**src/rtl/vec_decrypt_engine_if.sv**
```systemverilog
// Request/response bus for vec_decrypt_engine.
//   in_valid/in_ready    : request handshake (cipher, key, rounds, shamt)
//   out_valid/out_ready  : result handshake (plain_out)
//   busy                 : engine is in any state other than idle
// master = requester/consumer side, slave = engine side.
interface vec_decrypt_engine_if #(
  parameter int WIDTH = 32
);
  logic             in_valid;
  logic             in_ready;
  logic [WIDTH-1:0] cipher_in;
  logic [WIDTH-1:0] key_in;
  logic [3:0]       rounds_in;
  logic [2:0]       shamt_in;
  logic             out_valid;
  logic             out_ready;
  logic [WIDTH-1:0] plain_out;
  logic             busy;

  modport master (
    output in_valid, cipher_in, key_in, rounds_in, shamt_in, out_ready,
    input  in_ready, out_valid, plain_out, busy
  );

  modport slave (
    input  in_valid, cipher_in, key_in, rounds_in, shamt_in, out_ready,
    output in_ready, out_valid, plain_out, busy
  );
endinterface

```
**src/rtl/vec_decrypt_engine.sv**
```systemverilog
// Multi-cycle byte-lane decryption engine.
// Undoes N rounds of (xor byte-0 key, rotate-left by s, add lane key) per byte
// lane, one sub-step per clock, rounds walked from N-1 down to 0.
// Ports:
//   clk   : clock, all state on rising edge
//   rst_n : synchronous active-low reset
//   bus   : vec_decrypt_engine_if.slave (request, result, busy)

// One byte lane: all three inverse sub-step results, selected by the FSM.
module vec_decrypt_lane (
  input  logic [7:0] x,
  input  logic [7:0] rk_lane,
  input  logic [7:0] rk_b0,
  input  logic [2:0] s,
  output logic [7:0] sub,
  output logic [7:0] rotr,
  output logic [7:0] xr
);
  logic [15:0] dbl;

  // Doubling the byte turns the rotate into a plain shift; s=0 is identity.
  assign dbl  = {x, x} >> s;
  assign sub  = x - rk_lane;
  assign rotr = dbl[7:0];
  assign xr   = x ^ rk_b0;
endmodule

module vec_decrypt_engine #(
  parameter int WIDTH = 32
) (
  input logic                  clk,
  input logic                  rst_n,
  vec_decrypt_engine_if.slave  bus
);
  localparam int NUM_LANES = WIDTH / 8;

  typedef enum logic [2:0] {IDLE, SUBK, ROTR, XORK, DONE} state_t;

  state_t                      state;
  logic [3:0]                  ctr;
  logic [2:0]                  shamt;
  logic [WIDTH-1:0]            key;
  logic [NUM_LANES-1:0][7:0]   data;
  logic [NUM_LANES-1:0][7:0]   rk;
  logic [NUM_LANES-1:0][7:0]   sub;
  logic [NUM_LANES-1:0][7:0]   rotr;
  logic [NUM_LANES-1:0][7:0]   xr;

  // Round key for the round currently being undone: K rotated left by 8*(r mod 4).
  always_comb begin
    rk = key;
    case (ctr[1:0])
      2'd0: rk = key;
      2'd1: rk = {key[23:0], key[31:24]};
      2'd2: rk = {key[15:0], key[31:16]};
      2'd3: rk = {key[7:0],  key[31:8]};
      default: rk = key;
    endcase
  end

  // Byte-0 key and shift amount broadcast to every lane.
  vec_decrypt_lane u_lane [NUM_LANES-1:0] (
    .x       (data),
    .rk_lane (rk),
    .rk_b0   (rk[0]),
    .s       (shamt),
    .sub     (sub),
    .rotr    (rotr),
    .xr      (xr)
  );

  always_ff @(posedge clk) begin
    if (!rst_n) begin
      state         <= IDLE;
      ctr           <= '0;
      shamt         <= '0;
      key           <= '0;
      data          <= '0;
      bus.plain_out <= '0;
      bus.in_ready  <= 1'b1;
      bus.out_valid <= 1'b0;
      bus.busy      <= 1'b0;
    end else begin
      case (state)
        IDLE: begin
          if (bus.in_valid) begin
            data         <= bus.cipher_in;
            key          <= bus.key_in;
            shamt        <= bus.shamt_in;
            ctr          <= bus.rounds_in - 4'd1;
            bus.in_ready <= 1'b0;
            bus.busy     <= 1'b1;
            if (bus.rounds_in == 4'd0) begin
              // Zero rounds: ciphertext is already the plaintext.
              state         <= DONE;
              bus.plain_out <= bus.cipher_in;
              bus.out_valid <= 1'b1;
            end else begin
              state <= SUBK;
            end
          end
        end
        SUBK: begin
          data  <= sub;
          state <= ROTR;
        end
        ROTR: begin
          data  <= rotr;
          state <= XORK;
        end
        XORK: begin
          data <= xr;
          if (ctr == 4'd0) begin
            state         <= DONE;
            bus.plain_out <= xr;
            bus.out_valid <= 1'b1;
          end else begin
            ctr   <= ctr - 4'd1;
            state <= SUBK;
          end
        end
        DONE: begin
          // Handoff edge returns to idle only; no same-cycle re-accept.
          if (bus.out_ready) begin
            state         <= IDLE;
            bus.out_valid <= 1'b0;
            bus.busy      <= 1'b0;
            bus.in_ready  <= 1'b1;
          end
        end
        default: state <= IDLE;
      endcase
    end
  end
endmodule

```
**src/flat_wrapper.sv**
```systemverilog
// flat-port wrapper written by rule: the top's interface ports become plain ports
module vec_decrypt_engine_flat 
#(
  parameter int WIDTH = 32
)
  (clk, rst_n, bus_in_valid, bus_cipher_in, bus_key_in, bus_rounds_in, bus_shamt_in, bus_out_ready, bus_in_ready, bus_out_valid, bus_plain_out, bus_busy);
  vec_decrypt_engine_if #(.WIDTH(WIDTH)) bus_i ();
  input logic clk;
  input logic rst_n;
  input wire logic [$bits(bus_i.in_valid)-1:0] bus_in_valid;
  input wire logic [$bits(bus_i.cipher_in)-1:0] bus_cipher_in;
  input wire logic [$bits(bus_i.key_in)-1:0] bus_key_in;
  input wire logic [$bits(bus_i.rounds_in)-1:0] bus_rounds_in;
  input wire logic [$bits(bus_i.shamt_in)-1:0] bus_shamt_in;
  input wire logic [$bits(bus_i.out_ready)-1:0] bus_out_ready;
  output wire logic [$bits(bus_i.in_ready)-1:0] bus_in_ready;
  output wire logic [$bits(bus_i.out_valid)-1:0] bus_out_valid;
  output wire logic [$bits(bus_i.plain_out)-1:0] bus_plain_out;
  output wire logic [$bits(bus_i.busy)-1:0] bus_busy;
  assign bus_i.in_valid = bus_in_valid;
  assign bus_i.cipher_in = bus_cipher_in;
  assign bus_i.key_in = bus_key_in;
  assign bus_i.rounds_in = bus_rounds_in;
  assign bus_i.shamt_in = bus_shamt_in;
  assign bus_i.out_ready = bus_out_ready;
  assign bus_in_ready = bus_i.in_ready;
  assign bus_out_valid = bus_i.out_valid;
  assign bus_plain_out = bus_i.plain_out;
  assign bus_busy = bus_i.busy;
  vec_decrypt_engine #(.WIDTH(WIDTH)) u_core (.clk(clk), .rst_n(rst_n), .bus(bus_i));
endmodule
```
**config.mk**
```make
export PLATFORM = sky130hd
export DESIGN_NAME = vec_decrypt_engine_flat
export DESIGN_NICKNAME = d
export VERILOG_FILES = /design/src/rtl/vec_decrypt_engine_if.sv /design/src/rtl/vec_decrypt_engine.sv /design/src/flat_wrapper.sv
export SDC_FILE = /design/constraint.sdc
export NUM_CORES = 1
export LEC_CHECK = 0
export BUFFER_PORTS_ARGS = -buffer_cell sky130_fd_sc_hd__buf_2
export CORE_MARGIN = 2
export CORE_UTILIZATION = 40
export DETAILED_ROUTE_END_ITERATION = 12
export PLACE_DENSITY = 0.68
export SLEW_MARGIN = 20
export SYNTH_ARGS = -nofsm -noshare
export SYNTH_HDL_FRONTEND = slang
export SYNTH_SLANG_ARGS = --single-unit
```
**constraint.sdc**
```tcl
create_clock -name clk -period 3.84 [get_ports clk]
set_input_delay 0 -clock clk [delete_from_list [all_inputs] [get_ports clk]]
set_output_delay 0 -clock clk [all_outputs]
set_load 0.02 [all_outputs]
```
Word-level counts from Yosys, hierarchy flattened
Index checks and enable logic that the tools add are counted.
- output and inout port bits: 35
- logic and storage cells: 78
- input bits: 75
- register bits after elaboration: 109
- reduce and logical (&&, ||, !) cells: 15
- shifts and indexed selects: 4
- multiplexer cells: 25
- bitwise gates (word level): 4
- equality and inequality tests: 12
- add/subtract/negate cells: 6
- operators with widths (operator ; number):
    case mux 32 bit (4 select lines) ; 2
    two-way mux 32 bit ; 4
    case mux 32 bit (2 select lines) ; 1
    >> shifter 16 x 3 -> 8 bit ; 4
    subtractor 8 bit ; 4
    XOR 8 bit ; 4
    case mux 3 bit (5 select lines) ; 1
    two-way mux 3 bit ; 4
    zero test 4 bit ; 2
    two-way mux 4 bit ; 2
    case mux 4 bit (2 select lines) ; 1
    subtractor 4 x 1 -> 4 bit, second input constant ; 2
    two-way mux 1 bit ; 7
    == test 3 x 2 -> 1 bit, second input constant ; 2
    inequality test 2 bit, second input constant ; 3
    AND reduction 2 bit ; 3
    AND reduction 3 bit ; 2
    AND reduction 5 bit ; 1
    == test 2 bit, second input constant ; 2
    inequality test 2 x 1 -> 1 bit, second input constant ; 2
    case mux 1 bit (2 select lines) ; 2
    AND reduction 4 bit ; 1
    nonzero test 2 bit ; 2
    nonzero test 4 bit ; 1
    other kinds (7) ; 7

Logic depth before layout (Yosys ltp)
- depth in word-level cells: 5
- depth in mapped cells: 14
- gate-level depth less buffers: 11

By module
From an unflattened synthesis, not the netlist that was laid out.
- cell total of the unflattened synthesis: 850
- area, all modules: 8821.0 um2
- by module, submodules not included (module ; area each (um2) ; cells each ; times used):
    vec_decrypt_engine ; 5928.2 ; 550 ; 1
    vec_decrypt_lane ; 723.2 ; 75 ; 4

Least setup slack after synthesis
No wires, ideal clock.
- kind: register to register
- from: register u_core.ctr[0]
- to: register u_core.data[15] (netlist bit)
- clock period less this slack: 3087 ps
- library setup time: 124 ps
- required time: 3716 ps
- data arrival time: 2964 ps
- setup slack: 753 ps
- buffers on the path: 3
- stages on the path, launching flop included: 15
- cell sequence: dfxtp_1 > buf_6 > buf_2 > buf_2 > inv_1 > or2_2 > o21a_1 > inv_1 > ha_1 > nor2b_1 > o31a_1 > or4_1 > a31oi_1 > xnor2_1 > o22ai_1
- word-level cells in the longest chain between the ends: 4
- elaborated cells on any way between the ends: 8
- classes of those cells: add/sub (1); eq/ne (3); mux (2); bitwise (1); reduce/logical (1)
- RTL lines (element ; RTL line ; text):
    from (decl) ; vec_decrypt_engine.sv:40 ; logic [3:0] ctr;
    from (signal assigned) ; vec_decrypt_engine.sv:90 ; ctr <= bus.rounds_in - 4'd1;
    from (signal assigned) ; vec_decrypt_engine.sv:118 ; ctr <= ctr - 4'd1;
    == test 2 bit, or another cell as far along ; vec_decrypt_engine.sv:52 ; case (ctr[1:0])
    case mux 32 bit (4 select lines) (*) ; vec_decrypt_engine.sv:52 ;
    subtractor 8 bit or XOR 8 bit (tied branches) ; vec_decrypt_engine.sv:23, vec_decrypt_engine.sv:25 ;
    case mux 32 bit (4 select lines) (*) ; vec_decrypt_engine.sv:84 ; case (state)
    to (signal assigned) ; vec_decrypt_engine.sv:87 ; data <= bus.cipher_in;
    to (signal assigned) ; vec_decrypt_engine.sv:104 ; data <= sub;
    to (signal assigned) ; vec_decrypt_engine.sv:108 ; data <= rotr;
    to (decl) ; vec_decrypt_engine.sv:43 ; logic [NUM_LANES-1:0][7:0] data;
Mark *: on every way between the ends. The rest lies on a longest branch, timed or not.
A chain may end at the register's enable or synchronous reset.

Worst setup path in the final report
- from: register u_core.ctr[1]
- to: register u_core.data[23] (netlist bit)
The elaborated chain is that of the path after synthesis.

==> results.md <==
* Core box area at 0.0210 mm2
* Post-CTS Setup Inserts at 0
* Setup violators final at 0
* Unrepaired setup endpoints after global routing: no
* Skew final at 0.00922 ns
* # nets final at 1,251
* Vias in the first global route at 7,936
* WL/cell at 20.3 um
* Final Hold Slack at 0.00964 ns
* HP Start: bus_cipher_in[5]
* Slew Limit Fails at 0
* Remaining DRCs at 0
* Pleak at 3.81 nW
* Cts bufs inserted at 9
* FF+latch count, synth at 109
* Max-cap violations at 0
* Async S/R FF share, synth at 0
* Die Ht at 150 um
* Post-Syn Nets at 1,126
* Number of routed nets with antenna violations at 0
* Final Worst Setup Slack at 0.516 ns
* Worst Path Arrival at 3.57 ns
* Top Ports at 110
* Ant. Diodes at 0
* Commonest non-fill, non-tap cell in the layout: nand2_1
* Critical path fanouts, max at 30
* PostCTS Resize Cnt at 0
* CTS tree: yes
* Worst Tran Pin Value at 0.833 ns
* Final WL at 28,800 um
* FF-to-FF setup slack at 0.52 ns
* Maximum clock rate at 301 MHz
* Predominant post-synthesis flop cell: dfxtp_1
* Status: complete, no violations
* Post-route setup TNS at 0 ns
* Fin crit period at 3.32 ns
* Max_slew headroom at 0.443
* Overflow after GRT at 0
* Max H-tree Level at 3
* Cells after synthesis at 1,014
* Initial core utilization at 0.405
* Placed inst area at 0.00922 mm2
* Drt first pass iters at 5
* Setup slack at placement at 0.541 ns
* Clk_lat worst skew at 0.36 ns
* Clock slew at reported path FFs at 0.08 ns
* Yosys warns at 0
* Hold buffers post-CTS at 56
* Most frequent cells in the layout: 121 x nand2_1, 117 x a21oi_1, 109 x buf_2
* Clock sinks at 109
* Final Instance Area at 0.0101 mm2
* Initial antenna violation count at 0
* Final hold vios at 0
* Kind of critical path: flop to flop
* Post-Syn Area at 0.00850 mm2
* Row count at 53
* Share of cells above drive strength 1 at 0.200
* Worst Hold Class: input port to flop
* Tcrit/Tclk final at 0.866
* Critical path capture point type: flop
* FF-to-FF End: u_core.data[23]$_SDFFE_PN0P_
* Largest net degree at the start of global routing at 41
* Final total power at 0.00574 W
* Worst VDD drop at 307 uV
* Max clock buf depth at 2
* R2r startpoint: u_core.ctr[1]$_SDFFE_PN0P_
* Post-synth EDFFs at 0
* Distinct cells, synth at 74
* Slowest CP cell: dfxtp_2
* GRT Util Overall at 0.260
* DR vias/cell at 5.92
* GPL Wtd Cong at 0.967
* Area growth syn-to-layout at 18.6%
* Detailed Place HPWL at 20,800 um
* Die area at 0.0224 mm2
* R2R depth at 11
* Root Driver: clkbuf_16
* Req. time, crit path at 4.08 ns
* Hold Path Depth at 3
* Hold worst-path end: u_core.bus.plain_out[5]$_SDFFE_PN0P_
* Drt initial violations at 780
* Crit path cell chain: mux2_2, or2_2, o21a_1, inv_1, ha_1, nor2b_1, o31a_1, or4_1, a31oi_1, xnor2_1, o22ai_1
* Port Buf Inserts at 109
* Seq/Total Area, Yosys at 0.257
* First-pass GRT wire length at 44,800 um
* Setup crit start kind: flop
* Die width at 150 um
* PwrDens at 570 mW/mm2
* Vias at 8,398
* Worst stage delay on the critical path at 0.80 ns
* Mapped Avg Cell Area at 8.38 um2
cell type report:
type / instances / area [um2]
fill: 2053 / 10900
multi-input combinational: 780 / 5760
sequential: 109 / 2190
timing repair buffer: 192 / 1310
tap: 275 / 344
clock buffer: 10 / 229
inverter: 47 / 176
clock inverter: 6 / 68.8
cells by family after synthesis:
kind of cell / Yosys count / share of synthesized area
compound gates: 308 / 0.239
simple gates: 302 / 0.162
buf+inv: 125 / 0.0654
flops: 109 / 0.257
mux: 97 / 0.181
fa+ha+maj: 37 / 0.0580
xor+xnor: 36 / 0.0380
flip-flops by register name, indices dropped and copies added (netlist names):
name                  flops
u_core.bus.plain_out     32
u_core.data              32
u_core.key               32
u_core.ctr                4
u_core.shamt              3
u_core.state              3
u_core.bus.busy           1
u_core.bus.in_ready       1
u_core.bus.out_valid      1
worst max-delay path by stage:
| stage | end | depth (start not counted) | start | slack (ns) |
|---|---|---|---|---|
| 2_1_floorplan | u_core.data[15]$_SDFFE_PN0P_ | 14 | u_core.ctr[0]$_SDFFE_PN0P_ | 0.75 |
| 3_3_place_gp | u_core.data[23]$_SDFFE_PN0P_ | 11 | u_core.ctr[1]$_SDFFE_PN0P_ | 0.55 |
| 3_5_place_dp | u_core.data[23]$_SDFFE_PN0P_ | 11 | u_core.ctr[1]$_SDFFE_PN0P_ | 0.54 |
| 4_1_cts | u_core.data[23]$_SDFFE_PN0P_ | 11 | u_core.ctr[1]$_SDFFE_PN0P_ | 0.52 |
| 5_1_grt | u_core.data[23]$_SDFFE_PN0P_ | 11 | u_core.ctr[1]$_SDFFE_PN0P_ | 0.33 |
| 6_report | u_core.data[23]$_SDFFE_PN0P_ | 11 | u_core.ctr[1]$_SDFFE_PN0P_ | 0.52 |
worst max-delay path: cells and delay by family (launching register included):
kind                     cells  cell delay, ns
buffers and inverters        1            0.07
adder cells (fa/ha/maj)      1            0.21
XOR/XNOR                     1            0.13
multiplexers                 1            0.43
AND/OR/NAND/NOR              3            0.82
AO/OA/AOI/OAI                4            0.73
flip-flops                   1            0.80
metal layers:
metal	GRT usage	part of all wire
met1	0.358	0.44
met2	0.408	0.44
met3	0.0485	0.084
met4	0.0929	0.037
met5	0	0
where the power goes:
part	total, W	internal [W]	switching (W)
clock network	0.000983	0.000512	0.000470
registers	0.00170	0.00134	0.000356
logic	0.00306	0.00134	0.00172
total	0.00574	0.00320	0.00254
cell usage after synthesis (21+ instances only):
master | n | area share
ha_1 | 33 | 0.049
dfxtp_1 | 109 | 0.26
a21oi_1 | 117 | 0.069
mux2i_1 | 40 | 0.047
inv_1 | 47 | 0.021
nor2_1 | 88 | 0.039
o2bb2ai_1 | 25 | 0.026
clkbuf_1 | 41 | 0.018
o21ai_0 | 44 | 0.026
buf_2 | 21 | 0.012
mux4_2 | 38 | 0.10
xnor2_1 | 26 | 0.027
nand2_1 | 121 | 0.053
per-stage QoR:
stage	std cells	utilization
after detailed placement	1347	0.440
after floorplan	1014	-
after CTS	1419	0.481
after global placement	1347	0.440
after global routing	1419	0.481
final	1419	0.481
No activity file was read; power rests on OpenSTA's default activity.
